$ cat src/rtl/fetch_unit_if.sv
// Bus between the controller side and the fetch unit: controller strobes,
// memory read data, and the address/IR/PC/status outputs of the fetch unit.
interface fetch_unit_if #(
    parameter int AWIDTH   = 5,
    parameter int OPWIDTH  = 3,
    parameter int CNTWIDTH = 16
);
    localparam int DWIDTH = OPWIDTH + AWIDTH;

    logic                ld_ir;
    logic                inc_pc;
    logic                ld_pc;
    logic                sel;
    logic                halt;
    logic [DWIDTH-1:0]   data_in;
    logic [AWIDTH-1:0]   addr;
    logic [OPWIDTH-1:0]  opcode;
    logic [AWIDTH-1:0]   ir_addr;
    logic [AWIDTH-1:0]   pc;
    logic                halted;
    logic                pc_wrap;
    logic [CNTWIDTH-1:0] instr_count;

    modport master (
        output ld_ir, inc_pc, ld_pc, sel, halt, data_in,
        input  addr, opcode, ir_addr, pc, halted, pc_wrap, instr_count
    );

    modport slave (
        input  ld_ir, inc_pc, ld_pc, sel, halt, data_in,
        output addr, opcode, ir_addr, pc, halted, pc_wrap, instr_count
    );
endinterface

$ cat src/rtl/fetch_unit.sv
// Instruction-side datapath: PC, IR, memory address mux, sticky halt and a
// saturating count of fetched instructions.
module fetch_unit #(
    parameter int AWIDTH   = 5,
    parameter int OPWIDTH  = 3,
    parameter int CNTWIDTH = 16
) (
    input  logic          clk,
    input  logic          reset,
    fetch_unit_if.slave   bus
);
    localparam int DWIDTH = OPWIDTH + AWIDTH;

    logic [AWIDTH-1:0]   pc_q;
    logic [DWIDTH-1:0]   ir_q;
    logic                halted_q;
    logic                pc_wrap_q;
    logic                ld_ir_d;
    logic [CNTWIDTH-1:0] count_q;
    logic [AWIDTH-1:0]   ir_addr_w;
    logic                active;

    assign ir_addr_w = ir_q[AWIDTH-1:0];
    // A halt strobe freezes the datapath on the very edge it is seen.
    assign active    = !halted_q && !bus.halt;

    always_ff @(posedge clk or posedge reset) begin
        if (reset) begin
            pc_q      <= '0;
            ir_q      <= '0;
            halted_q  <= 1'b0;
            pc_wrap_q <= 1'b0;
            ld_ir_d   <= 1'b0;
            count_q   <= '0;
        end else begin
            ld_ir_d   <= bus.ld_ir;
            pc_wrap_q <= 1'b0;
            if (bus.halt) begin
                halted_q <= 1'b1;
            end
            if (active) begin
                if (bus.ld_ir) begin
                    ir_q <= bus.data_in;
                end
                if (bus.ld_pc) begin
                    pc_q <= ir_addr_w;
                end else if (bus.inc_pc) begin
                    pc_q      <= pc_q + AWIDTH'(1);
                    pc_wrap_q <= (pc_q == '1);
                end
                // ld_ir is held for two cycles; only its rising edge counts.
                if (bus.ld_ir && !ld_ir_d && (count_q != '1)) begin
                    count_q <= count_q + CNTWIDTH'(1);
                end
            end
        end
    end

    assign bus.addr        = bus.sel ? pc_q : ir_addr_w;
    assign bus.opcode      = ir_q[DWIDTH-1:AWIDTH];
    assign bus.ir_addr     = ir_addr_w;
    assign bus.pc          = pc_q;
    assign bus.halted      = halted_q;
    assign bus.pc_wrap     = pc_wrap_q;
    assign bus.instr_count = count_q;
endmodule

$ cat src/flat_wrapper.sv
// flat-port wrapper written by rule: the top's interface ports become plain ports
module fetch_unit_flat 
#(
    parameter int AWIDTH   = 5,
    parameter int OPWIDTH  = 3,
    parameter int CNTWIDTH = 16
)
  (clk, reset, bus_ld_ir, bus_inc_pc, bus_ld_pc, bus_sel, bus_halt, bus_data_in, bus_addr, bus_opcode, bus_ir_addr, bus_pc, bus_halted, bus_pc_wrap, bus_instr_count);
  fetch_unit_if #(.AWIDTH(AWIDTH), .OPWIDTH(OPWIDTH), .CNTWIDTH(CNTWIDTH)) bus_i ();
  input  logic clk;
  input  logic reset;
  input wire logic [$bits(bus_i.ld_ir)-1:0] bus_ld_ir;
  input wire logic [$bits(bus_i.inc_pc)-1:0] bus_inc_pc;
  input wire logic [$bits(bus_i.ld_pc)-1:0] bus_ld_pc;
  input wire logic [$bits(bus_i.sel)-1:0] bus_sel;
  input wire logic [$bits(bus_i.halt)-1:0] bus_halt;
  input wire logic [$bits(bus_i.data_in)-1:0] bus_data_in;
  output wire logic [$bits(bus_i.addr)-1:0] bus_addr;
  output wire logic [$bits(bus_i.opcode)-1:0] bus_opcode;
  output wire logic [$bits(bus_i.ir_addr)-1:0] bus_ir_addr;
  output wire logic [$bits(bus_i.pc)-1:0] bus_pc;
  output wire logic [$bits(bus_i.halted)-1:0] bus_halted;
  output wire logic [$bits(bus_i.pc_wrap)-1:0] bus_pc_wrap;
  output wire logic [$bits(bus_i.instr_count)-1:0] bus_instr_count;
  assign bus_i.ld_ir = bus_ld_ir;
  assign bus_i.inc_pc = bus_inc_pc;
  assign bus_i.ld_pc = bus_ld_pc;
  assign bus_i.sel = bus_sel;
  assign bus_i.halt = bus_halt;
  assign bus_i.data_in = bus_data_in;
  assign bus_addr = bus_i.addr;
  assign bus_opcode = bus_i.opcode;
  assign bus_ir_addr = bus_i.ir_addr;
  assign bus_pc = bus_i.pc;
  assign bus_halted = bus_i.halted;
  assign bus_pc_wrap = bus_i.pc_wrap;
  assign bus_instr_count = bus_i.instr_count;
  fetch_unit #(.AWIDTH(AWIDTH), .OPWIDTH(OPWIDTH), .CNTWIDTH(CNTWIDTH)) u_core (.clk(clk), .reset(reset), .bus(bus_i));
endmodule
$ cat config.mk
export PLATFORM = sky130hd
export DESIGN_NAME = fetch_unit_flat
export DESIGN_NICKNAME = d
export VERILOG_FILES = /design/src/rtl/fetch_unit_if.sv /design/src/rtl/fetch_unit.sv /design/src/flat_wrapper.sv
export SDC_FILE = /design/constraint.sdc
export NUM_CORES = 1
export LEC_CHECK = 0
export ABC_CLOCK_PERIOD_IN_PS = 2500
export CAP_MARGIN = 0
export CORE_ASPECT_RATIO = 2
export CORE_MARGIN = 4
export CORE_UTILIZATION = 30
export CTS_BUF_LIST = sky130_fd_sc_hd__clkbuf_4 sky130_fd_sc_hd__clkbuf_8
export DETAILED_ROUTE_END_ITERATION = 12
export DONT_BUFFER_PORTS = 1
export GPL_TIMING_DRIVEN = 0
export PLACE_DENSITY = 0.49
export SYNTH_ARGS = -nofsm -noshare
export SYNTH_HDL_FRONTEND = slang
export SYNTH_SLANG_ARGS = --single-unit
$ cat constraint.sdc
create_clock -name clk -period 2.5 [get_ports clk]
set_clock_uncertainty 0.2 [all_clocks]
set_input_delay 0.5 -clock clk [delete_from_list [all_inputs] [get_ports clk]]
set_output_delay 0.5 -clock clk [all_outputs]
set_load 0.005 [all_outputs]
-- After elaboration in Yosys (flattened, before gate mapping)
Index checks and enable logic that the tools add are counted.
- register bits after elaboration: 32
- output and inout port bits: 36
- memory bits (writable): 0
- bits in read-only memories: 0
- bits in latches: 0
- memories: 0
- bits of input ports: 15
- divide/modulo/power cells: 0
- add/sub/neg operators: 2
- magnitude comparators: 0
- equality and inequality tests: 2
- bitwise gates (word level): 0
- shift operators: 0
- multiplexer cells: 6
- multipliers: 0
- reductions and logical operators: 10
- operators with widths (operator ; number):
    adder 16 x 1 -> 16 bit (second input constant) ; 1
    != test 16 bit (second input constant) ; 1
    two-way mux 5 bit ; 3
    AND reduction 2 bit ; 3
    adder 5 x 1 -> 5 bit (second input constant) ; 1
    equality test 5 bit (second input constant) ; 1
    logical AND 1 bit ; 3
    logical NOT 1 bit ; 3
    two-way mux 1 bit ; 3
    nonzero test 2 bit ; 1

-- Logic depth before layout (Yosys ltp)
Gate-level depths: netlist of the first run.
- depth after elaboration: 4
- gate-level depth with buffers: 6
- depth with buffers taken out: 5

-- Worst setup path after synthesis of the first run
OpenSTA, ideal clock, no wires.
- path type: input -> register
- start: input bus_ld_ir
- end: register u_core.count_q[9], in the netlist u_core.bus.instr_count[9]
- path buffers: 1
- arrival: 1578 ps
- path slack: 643 ps
- stages on the path: 5
- cells stage by stage: nor3b_4 -> nand2b_4 -> buf_6 -> nor4_2 -> xor2_1
- word-level cells in the longest chain between the ends: 3
- ends and longest elaborated chain (what ; line ; text):
    start: declaration ; flat_wrapper.sv:12 ; input wire logic [$bits(bus_i.ld_ir)-1:0] bus_ld_ir;
    logical AND 1 bit (2 in a row) ; fetch_unit.sv:52 ; if (bus.ld_ir && !ld_ir_d && (count_q != '1)) begin
    AND reduction 2 bit (no source line) ; - ;
    end signal: assignment ; fetch_unit.sv:53 ; count_q <= count_q + CNTWIDTH'(1);
    end: declaration ; fetch_unit.sv:19 ; logic [CNTWIDTH-1:0] count_q;
No other way between the ends.
A chain may end at the register's enable or synchronous reset.

-- Final worst setup path of the first run
- start: register u_core.halted_q, in the netlist u_core.bus.halted
- end: register u_core.count_q[15], in the netlist u_core.bus.instr_count[15]
- word-level cells in the longest chain between the ends: 3
- ends and longest elaborated chain (what ; line ; text):
    start: declaration ; fetch_unit.sv:16 ; logic halted_q;
    start signal: assignment ; fetch_unit.sv:31 ; halted_q <= 1'b0;
    start signal: assignment ; fetch_unit.sv:39 ; halted_q <= 1'b1;
    logical NOT 1 bit ; fetch_unit.sv:25 ; assign active = !halted_q && !bus.halt;
    logical AND 1 bit ; fetch_unit.sv:25 ;
    AND reduction 2 bit (no source line) ; - ;
No other way between the ends.

==> impl_metrics.json, run 1 <==
{
  "status": "finished, final reports clean",
  "hold_viol": 0,
  "holdPathEnd": "u_core.ld_ir_d",
  "synthTopCellsByCount": "dfrtp_1, xor2_1, mux2_2, nand2_1",
  "fmax_mhz": 472,
  "grt_pass1_vias": 1225,
  "timing.rr.end": "u_core.bus.instr_count[15]",
  "ant_nets": 0,
  "async_flop_share_pct": 100,
  "ys_seq_area_share_pct": 51.2,
  "clk_latency_ps": 280,
  "htreeDepth": 2,
  "reg2reg_slack_ps": 380,
  "peakVddDrop_v": 0.000275,
  "numCtsBuffers": 5,
  "required_ps": 2500,
  "wl_mm": 3.71,
  "via_count": 1104,
  "p_comb_share_pct": 5.8,
  "cts_sinks": 32,
  "dp_slack_ps": 334,
  "power_density_mw_per_mm2": 616,
  "place.port_buffers": 0,
  "crit_arrival_ps": 2120,
  "critPathMaxStageDelay_ps": 580,
  "wl_per_cell_um": 18.4,
  "grt_remaining_overflow": 0,
  "pwr-share-seq_pct": 54.1,
  "via_per_inst": 5.49,
  "critPathCaptureType": "flop",
  "leakagePower_nw": 0.801,
  "grt_start_max_net_pins": 33,
  "dpl.cell_count": 192,
  "core_mm2": 0.00509,
  "max_cap_viol_count": 0,
  "drtPass1Iterations": 4,
  "power_switching_uw": 263,
  "start_util_pct": 30.7,
  "fin_crit_sh_pct": 84.8,
  "holdPathStages": 0,
  "pwr-share-clk_pct": 40.0,
  "slew_headroom_pct": 54.5,
  "fin_setup_tns_ps": 0,
  "drive_above_1_share_pct": 21.0,
  "antenna_found_initial": 0,
  "rsz0062_at_grt": "no",
  "yosysMostFrequentCell": "dfrtp_1",
  "cts_buffer_depth": 2,
  "grt_usage_pct": 12.2,
  "fin_cells": 201,
  "drtIter0Drc": 73,
  "p_int_uw": 827,
  "place_congestion": 0.807,
  "die_width_um": 59.1,
  "period_needed_ps": 2120,
  "ys_ff_latch": 32,
  "critPathSlowestCell": "nor3b_4",
  "fp-row-count": 37,
  "crit_path_start_kind": "flop",
  "crit_type": "flop to flop",
  "root_buffer": "clkbuf_8",
  "tightest_slew_ps": 678,
  "min_path_type": "input port to flop",
  "syn_inst": 134,
  "synthesis.nets": 152,
  "syn_area_per_cell_um2": 11.7,
  "holdCritStartpoint": "bus_ld_ir",
  "yosys_warnings": 0,
  "diodes": 0,
  "setup-violations-final": 0,
  "synth_cell_types": 29,
  "synth_edf_count": 0,
  "dp_hpwl_mm": 2.76,
  "cts.clk_slew.worst_paths_ps": 70,
  "path_cells": "nor3b_4 -> nand2b_4 -> buf_6 -> nor4_2 -> xor2_1",
  "grt_pass1_wl_mm": 5.93,
  "io_pins": 51,
  "synth_top_cell_area_share_pct": 51.2,
  "synth_area_mm2": 0.00156,
  "nNetsFinal": 161,
  "drc_errors": 0,
  "synth_flop_cell": "dfrtp_1",
  "r2r_cells": 5,
  "cp_max_fo": 10,
  "syn_to_final_growth_pct": 13.2,
  "sw_frac_of_total_pct": 24.2,
  "synth_largest_area_cell": "dfrtp_1",
  "setup_slack_ps": 381,
  "dieArea_mm2": 0.00650,
  "yosys-top-cells-area": "dfrtp_1, mux2_2, xor2_1, ha_1, nand2_1",
  "fp.dieH_um": 110,
  "slew_viol_final": 0,
  "r2r-start": "u_core.bus.halted",
  "cts_tree": "built"
}
## registers in the layout, summed over array words and instances, names as in the netlist
signal                  count
u_core.bus.halted           1
u_core.ir_q                 8
u_core.bus.instr_count     16
u_core.bus.pc_wrap          1
u_core.ld_ir_d              1
u_core.bus.pc               5
## metrics by stage
stage	utilization (%)	power (mW)	instance area [um2]	hold slack [ps]
floorplan	-	0.636	1560	284
global placement	32.1	0.656	1640	314
detailed placement	32.1	0.659	1640	310
CTS	34.0	1.11	1730	34.2
global route	34.8	1.14	1770	28.2
finish	34.8	1.09	1770	49.3
## critical path: cells and delay by family, from the launching register on
family,cells,cell delay [ps]
buffers and inverters,1,180
AND/OR/NAND/NOR,3,1050
flip-flops,1,440
XOR/XNOR,1,170
## cells by family after synthesis
| kind of cell | after synthesis | synth area share [%] |
|---|---|---|
| AO/OA/AOI/OAI | 11 | 3.60 |
| XOR/XNOR | 15 | 8.40 |
| adder cells (fa/ha/maj) | 3 | 2.40 |
| buffers and inverters | 5 | 1.92 |
| flip-flops | 32 | 51.2 |
| multiplexers | 16 | 11.4 |
| AND/OR/NAND/NOR | 52 | 21.1 |
## power by group through the flow
stage | sequential, mW | clock [mW] | combinational [mW]
after floorplan | 0.587 | 0 | 0.0492
after global placement | 0.599 | 0 | 0.0564
after detailed placement | 0.601 | 0 | 0.0589
after CTS | 0.591 | 0.456 | 0.0591
after global routing | 0.597 | 0.468 | 0.0728
final | 0.590 | 0.436 | 0.0634
## worst max-delay path by stage
| stage | start | endpoint | slack, ps | cells past startpoint |
|---|---|---|---|---|
| after detailed placement | bus_halt | u_core.bus.instr_count[15] | 330 | 5 |
| after floorplan | bus_ld_ir | u_core.bus.instr_count[9] | 640 | 5 |
| after CTS | u_core.bus.halted | u_core.bus.instr_count[15] | 350 | 5 |
| after global routing | u_core.bus.halted | u_core.bus.instr_count[15] | 270 | 5 |
| final | u_core.bus.halted | u_core.bus.instr_count[15] | 380 | 5 |
| after global placement | bus_halt | u_core.bus.instr_count[15] | 400 | 5 |
## placed cells by master, fill, tap and decap left out, types with 2 or more instances in the layout
cell type,synthesis,layout
nand2_1,10,10
and3_1,4,4
nand4_1,5,5
nor4_2,2,2
o21ai_0,6,6
dfrtp_1,32,32
mux2i_1,2,2
nor3_1,7,7
clkbuf_8,0,7
mux2_2,14,14
nand3_1,7,7
nor3b_1,2,2
a21oi_1,3,3
nor2_1,4,4
nor4_1,4,4
xor2_1,15,15
ha_1,3,3
## layout make-up
type,count,area (um2)
Sequential cell,32,801
Fill cell,519,3320
Clock buffer,7,96.3
Timing Repair Buffer,2,37.5
Tap cell,58,72.6
Multi-Input combinational cell,97,733
Inverter,2,7.51
Buffer,3,22.5
## what timing repair did
item / 4_1_cts / 5_1_grt
setup buffers: 0 / 0
hold buffers: 0 / 1
gates resized for setup: 0 / 0
endpoints found under the hold margin: 0 / 16
## routing by layer
layer | up-vias | wire length [um] | GRT usage [%]
li1 | 501 | - | -
met1 | 545 | 1180 | 10.2
met2 | 52 | 2150 | 23.7
met3 | 6 | 311 | 4.78
met4 | 0 | 62 | 5.35
met5 | - | 0 | 0
Power figures use the tool's default switching activity.
==> run 2, diff against run 1 <==
--- a/config.mk
+++ b/config.mk
@@ -5,7 +5,7 @@
 export SDC_FILE = /design/constraint.sdc
 export NUM_CORES = 1
 export LEC_CHECK = 0
-export ABC_CLOCK_PERIOD_IN_PS = 2500
+export ABC_CLOCK_PERIOD_IN_PS = 2050
 export CAP_MARGIN = 0
 export CORE_ASPECT_RATIO = 2
 export CORE_MARGIN = 4
==> constraint.sdc (replaced) <==
create_clock -name clk -period 2.05 [get_ports clk]
set_clock_uncertainty 0.2 [all_clocks]
set_input_delay 0.41 -clock clk [delete_from_list [all_inputs] [get_ports clk]]
set_output_delay 0.41 -clock clk [all_outputs]
set_load 0.005 [all_outputs]
==> run 2 against run 1 <==
  * Worst setup slack got worse by 210 ps
  * Via count rose by 2.1%
  * Count of clock-buffer cells in the layout did not move
  * Highest routed layer unchanged
  * Final area rose by 2.5%
  * Clock power rose by 22%
  * Sequential share of layout area fell by 1.0 points
  * Final cell count rose by 1.5%
  * Critical endpoint is now u_core.bus.instr_count[13]
  * Global-route usage rose by 0.12 points
  * Critical path type unchanged
  * Power rose by 22%
  * Largest cell class unchanged
==> impl_metrics.json, run 2 (synthesized netlist as in run 1, its figures left out) <==
{
  "fillers": 513,
  "fp-row-count": 37,
  "setup-violations-final": 0,
  "whs_ps": 80.2,
  "tightest_slew_ps": 667,
  "crit_path_start_kind": "flop",
  "antenna_found_initial": 0,
  "die_width_um": 59.1,
  "crit_type": "flop to flop",
  "drtIter0Drc": 75,
  "fmax_mhz": 532,
  "leakagePower_nw": 0.829,
  "drtPass1Iterations": 2,
  "cp_max_fo": 5,
  "grt_pass1_wl_mm": 6.00,
  "status": "finished, final reports clean",
  "postLayoutCellArea_mm2": 0.00181,
  "diodes": 0,
  "power_density_mw_per_mm2": 734,
  "required_ps": 2050,
  "critPathMaxStageDelay_ps": 440,
  "cts_sinks": 32,
  "hold_viol": 0,
  "dp_hpwl_mm": 2.76,
  "path_cells": "ha_2 -> nand4_1 -> nor4_4 -> buf_4 -> nor4_1 -> xor2_1",
  "max_cap_viol_count": 0,
  "final_cell_mix": "dfrtp_1, xor2_1, mux2_2",
  "io_pins": 51,
  "start_util_pct": 30.7,
  "dieArea_mm2": 0.00650,
  "root_buffer": "clkbuf_8",
  "drive_above_1_share_pct": 24.0,
  "fin_total_pwr_mw": 1.33,
  "grt_usage_pct": 12.3,
  "place_congestion": 0.807,
  "holdPathStages": 1,
  "clk_latency_ps": 280,
  "wl_mm": 3.77,
  "numCtsBuffers": 5,
  "layout_commonest_cell": "dfrtp_1",
  "critPathCaptureType": "flop",
  "period_needed_ps": 1880,
  "dpl.cell_count": 192,
  "htreeDepth": 2,
  "drc_errors": 0,
  "via_count": 1127,
  "rsz0062_at_grt": "no",
  "place.port_buffers": 0,
  "wl_per_cell_um": 18.5,
  "ant_nets": 0,
  "crit_arrival_ps": 1880,
  "finalCoreUtilization_pct": 35.6,
  "grt_remaining_overflow": 0,
  "fp.dieH_um": 110,
  "multi_input_area_um2": 751,
  "dpl_cell_area_mm2": 0.00164,
  "peakVddDrop_v": 0.000338,
  "fin_crit_sh_pct": 91.6,
  "cts_tree": "built",
  "fin_cells": 204,
  "slew_headroom_pct": 55.3,
  "cts.clk_slew.worst_paths_ps": 70,
  "largest_reg_flops": 16,
  "grt_pass1_vias": 1245,
  "core_mm2": 0.00509,
  "syn_to_final_growth_pct": 16.0,
  "nNetsFinal": 164,
  "slew_viol_final": 0,
  "grt_start_max_net_pins": 33,
  "r2r_cells": 6,
  "regArea_um2": 802,
  "cts_buffer_depth": 2,
  "critPathSlowestCell": "dfrtp_2",
  "min_path_type": "input port to flop",
  "via_per_inst": 5.52
}
==> run 2: cell types whose count changed in the layout (fill, tap and decap cells not counted), sizes merged <==
cell         before  now
buf               3    4
clkbuf            8    9
dlygate4sd3       1    2
==> run 2: final timing paths <==
| kind | from | to | slack [ps] |
|---|---|---|---|
| min in group asynchronous | reset | u_core.bus.pc_wrap | 400 |
| setup / recovery | u_core.bus.instr_count[0] | u_core.bus.instr_count[13] | 170 |
| hold reg to reg | u_core.bus.instr_count[0] | u_core.bus.instr_count[0] | 320 |
| hold / removal | bus_data_in[5] | u_core.ir_q[5] | 80 |
| max in group asynchronous | reset | u_core.bus.instr_count[0] | 800 |
| setup reg to reg | u_core.bus.instr_count[0] | u_core.bus.instr_count[13] | 170 |
==> run 2: critical path, delay by kind of cell (launching register included) <==
| family | cells | cell delay, ps |
|---|---|---|
| xor+xnor | 1 | 180 |
| fa+ha+maj | 1 | 230 |
| buf+inv | 1 | 170 |
| flops | 1 | 440 |
| simple gates | 3 | 580 |
==> run 2: cell type report <==
class                      instances  share of cell area (%)
sequential                        32                    44.2
multi-input combinational         97                    41.4
clock buffer                       7                    5.31
tap                               58                    4.00
timing repair buffer               5                    3.45
buffer                             3                    1.24
inverter                           2                   0.414
==> run 2: metrics by stage <==
step / setup slack [ps] / TNS (ps)
after floorplan: 249 / 0
after global placement: -19.2 / -25.3
after detailed placement: -74.1 / -233
after CTS: 37.9 / 0
after global routing: 44.9 / 0
final: 172 / 0
==> run 2: report_power, final <==
group | total, mW | switching (mW) | internal [mW]
Combinational | 0.0789 | 0.0356 | 0.0433
Sequential | 0.720 | 0.0528 | 0.667
Clock | 0.532 | 0.233 | 0.299
Total | 1.33 | 0.322 | 1.01
==> run 2: timing repair <==
action / CTS / global route
endpoints found under the setup margin: 8 / 10
cloned: 0 / 1
pin swaps: 1 / 1
buffers inserted: 1 / 0
hold buffers: 1 / 1
resized for setup: 1 / 6
endpoints found under the hold margin: 1 / 16
==> run 2: layer usage <==
layer	GRT usage, %	share of wire [%]	vias up
met1	10.3	31	565
met2	24.1	59	50
met4	5.19	1.4	0
li1	-	-	506
met5	0	0	-
met3	4.66	8.2	6
==> run 3, diff against run 2 <==
--- a/config.mk
+++ b/config.mk
@@ -15,6 +15,7 @@
 export DONT_BUFFER_PORTS = 1
 export GPL_TIMING_DRIVEN = 0
 export PLACE_DENSITY = 0.49
+export SLEW_MARGIN = 15
 export SYNTH_ARGS = -nofsm -noshare
 export SYNTH_HDL_FRONTEND = slang
 export SYNTH_SLANG_ARGS = --single-unit
==> run 3 against run 2 <==
  * Critical endpoint is now u_core.bus.instr_count[6]
  * Worst setup slack got worse by 9.0 ps
  * Clock power barely moved
  * Sequential power barely moved
  * Non-clock buffer count fell by 1
==> impl_metrics.json, run 3 (synthesized netlist as in run 1, its figures left out) <==
{
  "status": "finished, final reports clean",
  "p_int_mw": 1.00,
  "grt_pass1_vias": 1245,
  "root_buffer": "clkbuf_8",
  "place.port_buffers": 0,
  "final_cell_mix": "dfrtp_1, xor2_1, mux2_2",
  "min_path_type": "input port to flop",
  "holdPathStages": 1,
  "fp-row-count": 37,
  "critPathCaptureType": "flop",
  "cts_buffer_depth": 2,
  "dieArea_mm2": 0.00650,
  "path_depth": 5,
  "wl_met1_mm": 1.22,
  "cts_tree": "built",
  "largest_reg_flops": 16,
  "fp.dieH_um": 110,
  "path_cells": "nand4_1 -> nor4_4 -> clkbuf_4 -> nor3_1 -> xor2_1",
  "cts.clk_slew.worst_paths_ps": 70,
  "syn_to_final_growth_pct": 14.2,
  "finalCoreUtilization_pct": 35.1,
  "wl_mm": 3.79,
  "period_needed_ps": 1890,
  "drtPass1Iterations": 4,
  "p_comb_share_pct": 5.5,
  "place_congestion": 0.807,
  "power_switching_uw": 323,
  "pwr-share-clk_pct": 40.3,
  "cts_sinks": 32,
  "ant_nets": 0,
  "via_count": 1120,
  "cp_top_family": "simple AND/OR/NAND/NOR gates",
  "rsz0062_at_grt": "no",
  "die_width_um": 59.1,
  "topRoutingLayerUsed": "met4",
  "htreeDepth": 2,
  "dp_hpwl_mm": 2.76,
  "crit_type": "flop to flop",
  "drtIter0Drc": 67,
  "io_pins": 51,
  "sw_frac_of_total_pct": 24.3,
  "fin_total_pwr_mw": 1.33,
  "core_mm2": 0.00509,
  "hold_viol": 0,
  "nNetsFinal": 163,
  "grt_usage_pct": 12.3,
  "grt_start_max_net_pins": 33,
  "critPathBufInv": 1,
  "drive_above_1_share_pct": 24.1,
  "pwr-share-seq_pct": 54.3,
  "slew_viol_final": 0,
  "antenna_found_initial": 0,
  "via_per_inst": 5.52,
  "leakagePower_nw": 0.819,
  "setup-violations-final": 0,
  "grt_pass1_wl_mm": 6.00,
  "met2_length_mm": 2.20,
  "slew_headroom_pct": 54.3,
  "numCtsBuffers": 5,
  "tightest_slew_ps": 685,
  "layout_commonest_cell": "dfrtp_1",
  "crit_arrival_ps": 1840,
  "start_util_pct": 30.7,
  "power_density_mw_per_mm2": 743,
  "r2r_cells": 5,
  "required_ps": 2010,
  "grt_remaining_overflow": 0,
  "diodes": 0,
  "clk_latency_ps": 280,
  "drc_errors": 0,
  "fin_crit_sh_pct": 92.0,
  "peakVddDrop_v": 0.000338,
  "cp_max_fo": 6,
  "critPathSlowestCell": "dfrtp_1",
  "max_cap_viol_count": 0,
  "fmax_mhz": 530,
  "crit_path_start_kind": "flop",
  "critPathMaxStageDelay_ps": 470,
  "wl_per_cell_um": 18.6,
  "dr_wl_met3_um": 319
}
==> run 3: cell count changes in the layout (fill, tap and decap cells not counted), sizes merged <==
cell    before  now
buf          4    3
clkinv       1    0
inv          1    2
==> run 3: stage by stage <==
step	worst slack [ps]	TNS, ps	hold slack (ps)	cell area [um2]	cells
after floorplan	249	0	241	1560	134
final	163	0	80.2	1790	203
after detailed placement	-74.1	-233	242	1640	192
after global routing	44.9	0	70.3	1790	203
after global placement	-19.2	-25.3	242	1640	192
after CTS	37.9	0	67.8	1770	202
==> run 3: final cells by class <==
class,count,area [um2]
buffer,3,22.5
fill,517,3310
tap,58,72.6
multi-input combinational,97,751
sequential,32,802
clock buffer,7,96.3
inverter,2,7.51
timing repair buffer,4,35.0
==> run 3: path summary, 6_finish.rpt <==
check | startpoint | end | slack [ps]
max in group asynchronous | reset | u_core.bus.instr_count[0] | 680
setup / recovery | u_core.bus.instr_count[8] | u_core.bus.instr_count[6] | 160
min in group asynchronous | reset | u_core.bus.instr_count[4] | 500
setup reg to reg | u_core.bus.instr_count[8] | u_core.bus.instr_count[6] | 160
hold reg to reg | u_core.bus.instr_count[0] | u_core.bus.instr_count[0] | 320
hold / removal | bus_data_in[5] | u_core.ir_q[5] | 80
==> run 3: what timing repair did <==
| item | in CTS | in global routing |
|---|---|---|
| pin swaps | 1 | 1 |
| hold endpoints to repair | 33 | 0 |
| hold buffers | 2 | 0 |
| gates cloned | 0 | 1 |
| resized for setup | 1 | 6 |
| buffers inserted | 1 | 0 |
| endpoints found under the setup margin | 8 | 10 |
==> run 3: worst reg2reg max path, delay by kind of cell (launching register included) <==
kind / cells / cell delay (ps)
flops: 1 / 470
simple gates: 3 / 710
xor+xnor: 1 / 140
buf+inv: 1 / 250
==> run 3: power groups by stage <==
stage,Clock (mW),Sequential [mW],Combinational (mW)
final,0.534,0.720,0.0729
after global routing,0.571,0.728,0.0843
after CTS,0.556,0.721,0.0754
after detailed placement,0,0.732,0.0720
after global placement,0,0.731,0.0688
after floorplan,0,0.716,0.0600
==> run 3: per-layer routing <==
layer	up-vias	track usage (%)
li1	507	-
met4	0	5.19
met1	553	10.3
met2	54	24.1
met3	6	4.66
met5	-	0
